## config.mk

```make
export PLATFORM = sky130hd
export DESIGN_NAME = vga_write_arbiter
export DESIGN_NICKNAME = d
export VERILOG_FILES = /design/src/rtl/vga_write_arbiter_pkg.sv /design/src/rtl/vga_starve_counter.sv /design/src/rtl/vga_write_arbiter.sv
export SDC_FILE = /design/constraint.sdc
export NUM_CORES = 1
export LEC_CHECK = 0
export CAP_MARGIN = 20
export CORE_UTILIZATION = 48
export DETAILED_ROUTE_END_ITERATION = 8
export PLACE_DENSITY_LB_ADDON = 0.25
export SLEW_MARGIN = 30
export SYNTH_ARGS = -nofsm -noshare
export SYNTH_HDL_FRONTEND = slang
export SYNTH_SLANG_ARGS = --single-unit
```

## constraint.sdc

```tcl
create_clock -name clock -period 2.8 [get_ports clock]
set_input_delay 0.42 -clock clock [delete_from_list [all_inputs] [get_ports clock]]
set_output_delay 0.42 -clock clock [all_outputs]
set_load 0.1 [all_outputs]
```

## src/rtl/vga_write_arbiter_pkg.sv

```systemverilog
// Shared definitions for the VGA framebuffer write-port arbiter:
// requester indices, FSM encoding, screen bounds and small helpers.
package vga_write_arbiter_pkg;

  localparam int unsigned NUM_REQ  = 3;
  localparam int unsigned MAP      = 0;
  localparam int unsigned ANIM     = 1;
  localparam int unsigned SPR      = 2;
  localparam int unsigned X_W      = 9;
  localparam int unsigned Y_W      = 8;
  localparam int unsigned SCREEN_W = 320;
  localparam int unsigned SCREEN_H = 240;

  typedef enum logic [2:0] {
    ST_IDLE     = 3'd0,
    ST_OWN_MAP  = 3'd1,
    ST_OWN_ANIM = 3'd2,
    ST_OWN_SPR  = 3'd3,
    ST_GAP      = 3'd4
  } arb_state_e;

  typedef struct packed {
    logic           req;
    logic           plot;
    logic           last;
    logic [X_W-1:0] x;
    logic [Y_W-1:0] y;
  } pix_req_t;

  // One-hot grant {spr, anim, map} owned in a given state
  function automatic logic [NUM_REQ-1:0] state_gnt(input arb_state_e s);
    case (s)
      ST_OWN_MAP:  return 3'b001;
      ST_OWN_ANIM: return 3'b010;
      ST_OWN_SPR:  return 3'b100;
      default:     return 3'b000;
    endcase
  endfunction

  function automatic logic on_screen(input logic [X_W-1:0] x, input logic [Y_W-1:0] y);
    return (x < X_W'(SCREEN_W)) && (y < Y_W'(SCREEN_H));
  endfunction

endpackage

```

## src/rtl/vga_starve_counter.sv

```systemverilog
// Saturating wait counter for one lower-priority requester; promoted_o is
// registered and high while the counter sits at LIMIT.
module vga_starve_counter
  import vga_write_arbiter_pkg::*;
#(
  parameter int unsigned LIMIT = 64
) (
  input  logic clock,
  input  logic reset,
  input  logic req_i,
  input  logic granted_i,
  output logic promoted_o
);

  localparam int unsigned CNT_W = $clog2(LIMIT + 1);

  logic [CNT_W-1:0] cnt_q, cnt_d;
  logic             promoted_q;

  always_comb begin
    cnt_d = cnt_q;
    if (!req_i || granted_i) begin
      cnt_d = '0;
    end else if (cnt_q != CNT_W'(LIMIT)) begin
      cnt_d = cnt_q + CNT_W'(1);
    end
  end

  always_ff @(posedge clock) begin
    if (reset) begin
      cnt_q      <= '0;
      promoted_q <= 1'b0;
    end else begin
      cnt_q      <= cnt_d;
      promoted_q <= (cnt_d == CNT_W'(LIMIT));
    end
  end

  assign promoted_o = promoted_q;

endmodule

```

## src/rtl/vga_write_arbiter.sv

```systemverilog
// Shares the VGA framebuffer write port among map, animator and sprite
// drawers: fixed priority with starvation promotion, burst watchdog, clipping.
module vga_write_arbiter
  import vga_write_arbiter_pkg::*;
#(
  parameter int unsigned COLOUR_W     = 3,
  parameter int unsigned STARVE_LIMIT = 64,
  parameter int unsigned MAX_BURST    = 131072
) (
  input  logic                clock,
  input  logic                reset,
  input  logic                map_req,
  input  logic                anim_req,
  input  logic                spr_req,
  input  logic                map_plot,
  input  logic                anim_plot,
  input  logic                spr_plot,
  input  logic                map_last,
  input  logic                anim_last,
  input  logic                spr_last,
  input  logic [X_W-1:0]      map_x,
  input  logic [X_W-1:0]      anim_x,
  input  logic [X_W-1:0]      spr_x,
  input  logic [Y_W-1:0]      map_y,
  input  logic [Y_W-1:0]      anim_y,
  input  logic [Y_W-1:0]      spr_y,
  input  logic [COLOUR_W-1:0] map_colour,
  input  logic [COLOUR_W-1:0] anim_colour,
  input  logic [COLOUR_W-1:0] spr_colour,
  output logic [NUM_REQ-1:0]  gnt,
  output logic [X_W-1:0]      vga_x,
  output logic [Y_W-1:0]      vga_y,
  output logic [COLOUR_W-1:0] vga_colour,
  output logic                vga_plot,
  output logic                busy,
  output logic [NUM_REQ-1:0]  timeout_flags
);

  localparam int unsigned BURST_W = $clog2(MAX_BURST);

  arb_state_e            state_q;
  arb_state_e            pick_c;
  logic [NUM_REQ-1:0]    gnt_q;
  logic [NUM_REQ-1:0]    flags_q;
  logic [BURST_W-1:0]    burst_q;
  logic                  busy_q;
  logic [X_W-1:0]        vga_x_q;
  logic [Y_W-1:0]        vga_y_q;
  logic [COLOUR_W-1:0]   vga_colour_q;
  logic                  vga_plot_q;
  logic                  anim_prom, spr_prom;
  pix_req_t              sel_c;
  logic [COLOUR_W-1:0]   sel_colour_c;
  logic                  own_c, watchdog_c, release_c;

  vga_starve_counter #(.LIMIT(STARVE_LIMIT)) u_anim_starve (
    .clock      (clock),
    .reset      (reset),
    .req_i      (anim_req),
    .granted_i  (gnt_q[ANIM]),
    .promoted_o (anim_prom)
  );

  vga_starve_counter #(.LIMIT(STARVE_LIMIT)) u_spr_starve (
    .clock      (clock),
    .reset      (reset),
    .req_i      (spr_req),
    .granted_i  (gnt_q[SPR]),
    .promoted_o (spr_prom)
  );

  // Promoted requesters first (anim over spr), then map > anim > spr
  always_comb begin
    pick_c = ST_IDLE;
    if (anim_req && anim_prom)      pick_c = ST_OWN_ANIM;
    else if (spr_req && spr_prom)   pick_c = ST_OWN_SPR;
    else if (map_req)               pick_c = ST_OWN_MAP;
    else if (anim_req)              pick_c = ST_OWN_ANIM;
    else if (spr_req)               pick_c = ST_OWN_SPR;
  end

  // Route only the current owner's pixel stream
  always_comb begin
    sel_c        = '0;
    sel_colour_c = '0;
    own_c        = 1'b0;
    case (state_q)
      ST_OWN_MAP: begin
        own_c        = 1'b1;
        sel_c        = '{req: map_req, plot: map_plot, last: map_last, x: map_x, y: map_y};
        sel_colour_c = map_colour;
      end
      ST_OWN_ANIM: begin
        own_c        = 1'b1;
        sel_c        = '{req: anim_req, plot: anim_plot, last: anim_last, x: anim_x, y: anim_y};
        sel_colour_c = anim_colour;
      end
      ST_OWN_SPR: begin
        own_c        = 1'b1;
        sel_c        = '{req: spr_req, plot: spr_plot, last: spr_last, x: spr_x, y: spr_y};
        sel_colour_c = spr_colour;
      end
      default: ;
    endcase
  end

  assign watchdog_c = own_c && (burst_q == BURST_W'(MAX_BURST - 1));
  assign release_c  = own_c && ((sel_c.plot && sel_c.last) || !sel_c.req || watchdog_c);

  always_ff @(posedge clock) begin
    if (reset) begin
      state_q      <= ST_IDLE;
      gnt_q        <= '0;
      busy_q       <= 1'b0;
      burst_q      <= '0;
      flags_q      <= '0;
      vga_x_q      <= '0;
      vga_y_q      <= '0;
      vga_colour_q <= '0;
      vga_plot_q   <= 1'b0;
    end else begin
      // Clipped pixels still move x/y/colour but never strobe plot
      vga_plot_q <= own_c && sel_c.plot && on_screen(sel_c.x, sel_c.y);
      if (own_c && sel_c.plot) begin
        vga_x_q      <= sel_c.x;
        vga_y_q      <= sel_c.y;
        vga_colour_q <= sel_colour_c;
      end
      case (state_q)
        ST_IDLE, ST_GAP: begin
          state_q <= pick_c;
          gnt_q   <= state_gnt(pick_c);
          busy_q  <= (pick_c != ST_IDLE);
          burst_q <= '0;
        end
        ST_OWN_MAP, ST_OWN_ANIM, ST_OWN_SPR: begin
          if (release_c) begin
            state_q <= ST_GAP;
            gnt_q   <= '0;
            busy_q  <= 1'b0;
            if (watchdog_c) flags_q <= flags_q | gnt_q;
          end else begin
            burst_q <= burst_q + BURST_W'(1);
          end
        end
        default: begin
          state_q <= ST_IDLE;
          gnt_q   <= '0;
          busy_q  <= 1'b0;
        end
      endcase
    end
  end

  assign gnt           = gnt_q;
  assign busy          = busy_q;
  assign timeout_flags = flags_q;
  assign vga_x         = vga_x_q;
  assign vga_y         = vga_y_q;
  assign vga_colour    = vga_colour_q;
  assign vga_plot      = vga_plot_q;

endmodule
```

# After elaboration in Yosys (flattened, before gate mapping)
# Index checks and enable logic that the tools add are counted.
[word_totals]
ff_bits = 64
in_bits = 71
output_inout_bits = 28
word_cells = 76
[classes]
add_sub_neg = 3
order_cmp = 2
eq_ne = 14
muxes = 21
bitwise = 1
reduce_logical = 22
[ops]
columns = ["op", "n"]
rows = [
  ["case mux 20 bit (3 select lines)", 1],
  ["case mux 17 bit (2 select lines)", 1],
  ["2-to-1 mux 7 bit", 4],
  ["case mux 3 bit (3 select lines)", 2],
  ["adder 17 x 1 -> 17 bit, second input constant", 1],
  ["== test 17 bit, second input constant", 1],
  ["2-to-1 mux 17 bit", 1],
  ["adder 7 x 1 -> 7 bit, second input constant", 2],
  ["== test 7 bit, second input constant", 2],
  ["!= test 7 bit, second input constant", 2],
  ["== test 3 x 2 -> 1 bit, second input constant", 4],
  ["case mux 3 bit (2 select lines)", 2],
  ["2-to-1 mux 2 bit", 5],
  ["< comparator 9 bit, second input constant", 1],
  ["logical AND 1 bit", 8],
  ["< comparator 8 bit, second input constant", 1],
  ["== test 3 x 1 -> 1 bit, second input constant", 2],
  ["2-to-1 mux 3 bit", 2],
  ["logical OR 1 bit", 4],
  ["== test 3 bit, second input constant", 1],
  ["logical NOT 1 bit", 3],
  ["logical NOT 3 bit", 1],
  ["bitwise OR 3 bit", 1],
  ["AND reduction 3 bit", 1],
  ["other kinds (9)", 10],
]

# Logic depth before layout (Yosys ltp)
[depth]
ltp_word = 8
ltp_mapped = 10
depth_no_buf = 9

# Modules after synthesis
# From an unflattened synthesis, not the netlist that was laid out.
[hier_totals]
cells_unflattened = 386
hier_area_um2 = 3349.5
[modules_own_cells]
columns = ["mod", "instances", "cells_each", "area_each_um2", "seq_area_each_um2"]
rows = [
  ["vga_write_arbiter", 1, 288, 2491.1, 960.9],
  ["vga_starve_counter", 2, 49, 429.2, 160.2],
]

# Least setup slack after synthesis
# No wires, ideal clock.
[synth_timing]
kind = "register to register"
startpoint = "reg burst_q[0]"
endpoint = "reg burst_q[2]"
setup_ns = 0.070
arrival_time_ns = 2.258
slack_ns = 0.472
path_stages_with_launch = 11
path_buffers = 1
synth_period_minus_slack_ns = 2.328
path_cell_list = "dfxtp_1 ha_1 nand4_1 or3_1 nor2_1 and3_1 ha_1 a2111o_1 buf_6 or3_1 a21oi_1"
[synth_via]
elab_chain_len = 6
elab_cells_between_ends = 9
classes_between = "add/sub: 1; eq/ne: 2; mux: 2; reduce/logical: 4"
[synth_lines]
columns = ["element", "line_no", "text"]
rows = [
  ["from (decl)", "vga_write_arbiter.sv:45", "logic [BURST_W-1:0] burst_q;"],
  ["from (signal assigned)", "vga_write_arbiter.sv:143", "burst_q <= burst_q + BURST_W'(1);"],
  ["parallel branches: the longest is 6 deep, another holds adder 17 x 1 -> 17 bit", "--", ""],
]
# Several ways; the timed one is not identified. The select of a mux whose other input is x is not followed.
# A chain may end at the register's enable or synchronous reset.

# Final worst setup path
# Same ends and word-level chain as after synthesis.

==> insert_results.sql <==
INSERT INTO impl_metrics (metric_group, metric, value, unit) VALUES
('sta', 'timing_hold_violations_final', '0', ''),
('layout', 'antenna-diode-count', '0', ''),
('yosys', 'synth_edf_count', '0', ''),
('worst_setup_path', 'cp_data_arrival_time', '2.85', 'ns'),
('placed_design', 'io_port_bufs', '98', ''),
('global_route', 'global_route.overflow_total', '0', ''),
('floorplan', 'top_level_i_o_count', '99', ''),
('sta', 'finalWorstPathRequiredPeriod', '2.57', 'ns'),
('placed_design', 'gp_congestion', '0.871', ''),
('worst_setup_path', 'critical_path_peak_fanout', '14', ''),
('floorplan', 'design.die.area', '7310', 'sq um'),
('yosys', 'synth.ff_latch_count', '64', ''),
('layout', 'most-common-layout-cells', 'clkdlybuf4s50_1, dfxtp_1, nor2_1', ''),
('global_route', 'pin_count_of_the_biggest_net_entering_global_routing', '34', ''),
('global_route', 'gr-usage-all-layers', '0.241', ''),
('worst_setup_path', 'cp-startpoint', 'burst_q[0]', ''),
('global_route', 'first_pass_grt_wire_length', '13800', 'um'),
('worst_setup_path', 'timing.setup.critical_path_class', 'flop to flop', ''),
('power_and_ir_drop', 'peakVddDrop', '0.000308', 'V'),
('routing', 'wl', '8550', 'um'),
('global_route', 'grt.busiest_layer', 'met2', ''),
('worst_hold_path', 'min_path_type', 'flop to flop', ''),
('placed_design', 'dpl-instance-area', '4330', 'sq um'),
('floorplan', 'core', '6760', 'sq um'),
('sta', 'layout_worst_path_cycle_share', '0.916', ''),
('sta', 'final-setup-viol-count', '0', ''),
('clocking', 'cts.repair_timing.setup_buffer_count', '0', ''),
('clocking', 'clock_pin_slew_worst_setup_and_hold_paths', '0.07', 'ns'),
('yosys', 'syn-mean-instance-area', '8.43', 'sq um'),
('yosys', 'count_of_distinct_cell_types_in_the_synthesized_netlist', '41', ''),
('layout', 'drive_gt1_frac', '0.170', ''),
('sta', 'tightest_slew', '0.901', 'ns'),
('sta', 'grt_setup_unrepaired', 'false', ''),
('floorplan', 'die_x', '85.5', 'um'),
('global_route', 'first_global_vias', '3054', ''),
('routing', 'post_drt_wl_per_cell', '14.9', 'um'),
('status', 'outcome', 'completed', ''),
('worst_setup_path', 'startpoint_of_the_lowest_slack_register_to_register_path', 'burst_q[0]', ''),
('floorplan', 'floorplan.rows', '30', ''),
('placed_design', 'detailedPlacementHpwl', '6300', 'um'),
('routing', 'via_per_inst', '5.61', ''),
('clocking', 'clk-insertion-delay-late', '0.35', 'ns'),
('global_route', 'gr-usage-met2', '0.401', ''),
('clocking', 'post_cts_resized', '0', ''),
('routing', 'detail_route.first_pass.iterations', '4', ''),
('sta', 'slew_violations', '0', ''),
('clocking', 'root_buffer', 'clkbuf_8', ''),
('worst_setup_path', 'required', '3.08', 'ns'),
('yosys', 'syn_inst', '397', ''),
('worst_setup_path', 'timing.critical_path.from_type', 'flop', ''),
('sta', 'max-slew-margin-rel', '0.399', ''),
('sta', 'worst_slack', '0.235', 'ns'),
('yosys', 'postSynth.asyncResetShare', '0', ''),
('global_route', 'groute.layer.met3.usage', '0.0577', ''),
('global_route', 'antenna_found_initial', '0', ''),
('layout', 'area_growth', '35.8', '%'),
('yosys', 'synth-main-ff-cell', 'dfxtp_1', ''),
('job', 'cap_viol_max_count', '0', ''),
('routing', 'dr.first_iter.drc_count', '142', ''),
('layout', 'layout.cells.non_filler', '575', ''),
('layout', 'layout.cells.most_common', 'clkdlybuf4s50_1', ''),
('clocking', 'tritoncts', 'built', ''),
('worst_hold_path', 'hold_path_startpoint', 'vga_x[0]', ''),
('routing', 'drc', '0', ''),
('floorplan', 'chipHeight', '85.5', 'um'),
('clocking', 'tritoncts.num_buffers', '9', ''),
('layout', 'final_nets', '567', ''),
('layout', 'finalInstanceArea', '4550', 'sq um'),
('yosys', 'synth_area', '3350', 'sq um'),
('power_and_ir_drop', 'power_density', '512', 'nW/um^2'),
('layout', 'finalCoreUtilization', '0.673', '');
[cells by family (layout without fill, tap and decap cells)]
family                   Yosys count  count (layout)  synth area share
AO/OA/AOI/OAI                     97              97             0.187
XOR/XNOR                          12              12            0.0314
adder cells (fa/ha/maj)            6               6            0.0224
buffers and inverters             34             132            0.0460
flip-flops                        64              64             0.383
multiplexers                      31              31             0.102
AND/OR/NAND/NOR                  153             153             0.228
[registers in the layout, summed over array words and instances (netlist names), 3 cells and up]
name                 count
gnt                      3
burst_q                 17
u_anim_starve.cnt_q      7
vga_x                    9
u_spr_starve.cnt_q       7
vga_y                    8
timeout_flags            3
vga_colour               3
state_q                  3
[worst max-delay path, stage by stage, from the launching register on]
cell	delay [ns]
dfxtp_1	0.35
ha_1	0.24
nand4_1	0.12
or3_1	0.15
nor2_1	0.06
and3_1	0.19
ha_1	0.25
a2111o_1	0.44
buf_4	0.21
or3_1	0.35
a21oi_1	0.14
[final timing paths]
check             depth (start not counted)    endpoint  slack [ns]
setup reg to reg                         10  burst_q[2]        0.23
setup / recovery                         10  burst_q[2]        0.23
hold / removal                            2    vga_x[0]        0.45
hold reg to reg                           2    vga_x[0]        0.45
[cell type report]
type                       instances  area [sq um]
multi-input combinational        299          1910
inverter                           7          26.3
clock buffer                      11           141
timing repair buffer             109          1010
tap                               80           100
sequential                        64          1280
fill                             578          2210
clock inverter                     5          80.1
[per-layer routing]
layer,vias to the layer above,wire length [um]
li1,1621,-
met1,1480,3840
met2,104,3900
met3,19,594
met4,0,213
met5,-,0
[cells in the mapped netlist (4+ instances only)]
master | count | share of area
clkbuf_1 | 20 | 0.022
o31ai_1 | 4 | 0.0090
ha_1 | 6 | 0.022
nor3_1 | 7 | 0.010
xor2_1 | 7 | 0.018
inv_1 | 7 | 0.0078
xnor2_1 | 5 | 0.013
nor2_1 | 47 | 0.053
or3_1 | 20 | 0.037
nand2b_1 | 6 | 0.011
o21ai_0 | 15 | 0.022
mux2_2 | 22 | 0.074
nand3_1 | 11 | 0.016
and3_1 | 5 | 0.0093
dfxtp_1 | 64 | 0.38
a22oi_1 | 25 | 0.056
nand2_1 | 28 | 0.031
mux2i_1 | 8 | 0.024
or4_1 | 4 | 0.0090
or2_2 | 6 | 0.011
a21oi_1 | 38 | 0.057
nand4_1 | 6 | 0.011
[report_power, final]
| part | switching [mW] | internal [mW] |
|---|---|---|
| sequential | 0.0289 | 0.932 |
| combinational | 0.271 | 0.215 |
| clock | 0.357 | 0.524 |
| total | 0.657 | 1.67 |
Power figures use the tool's default switching activity.
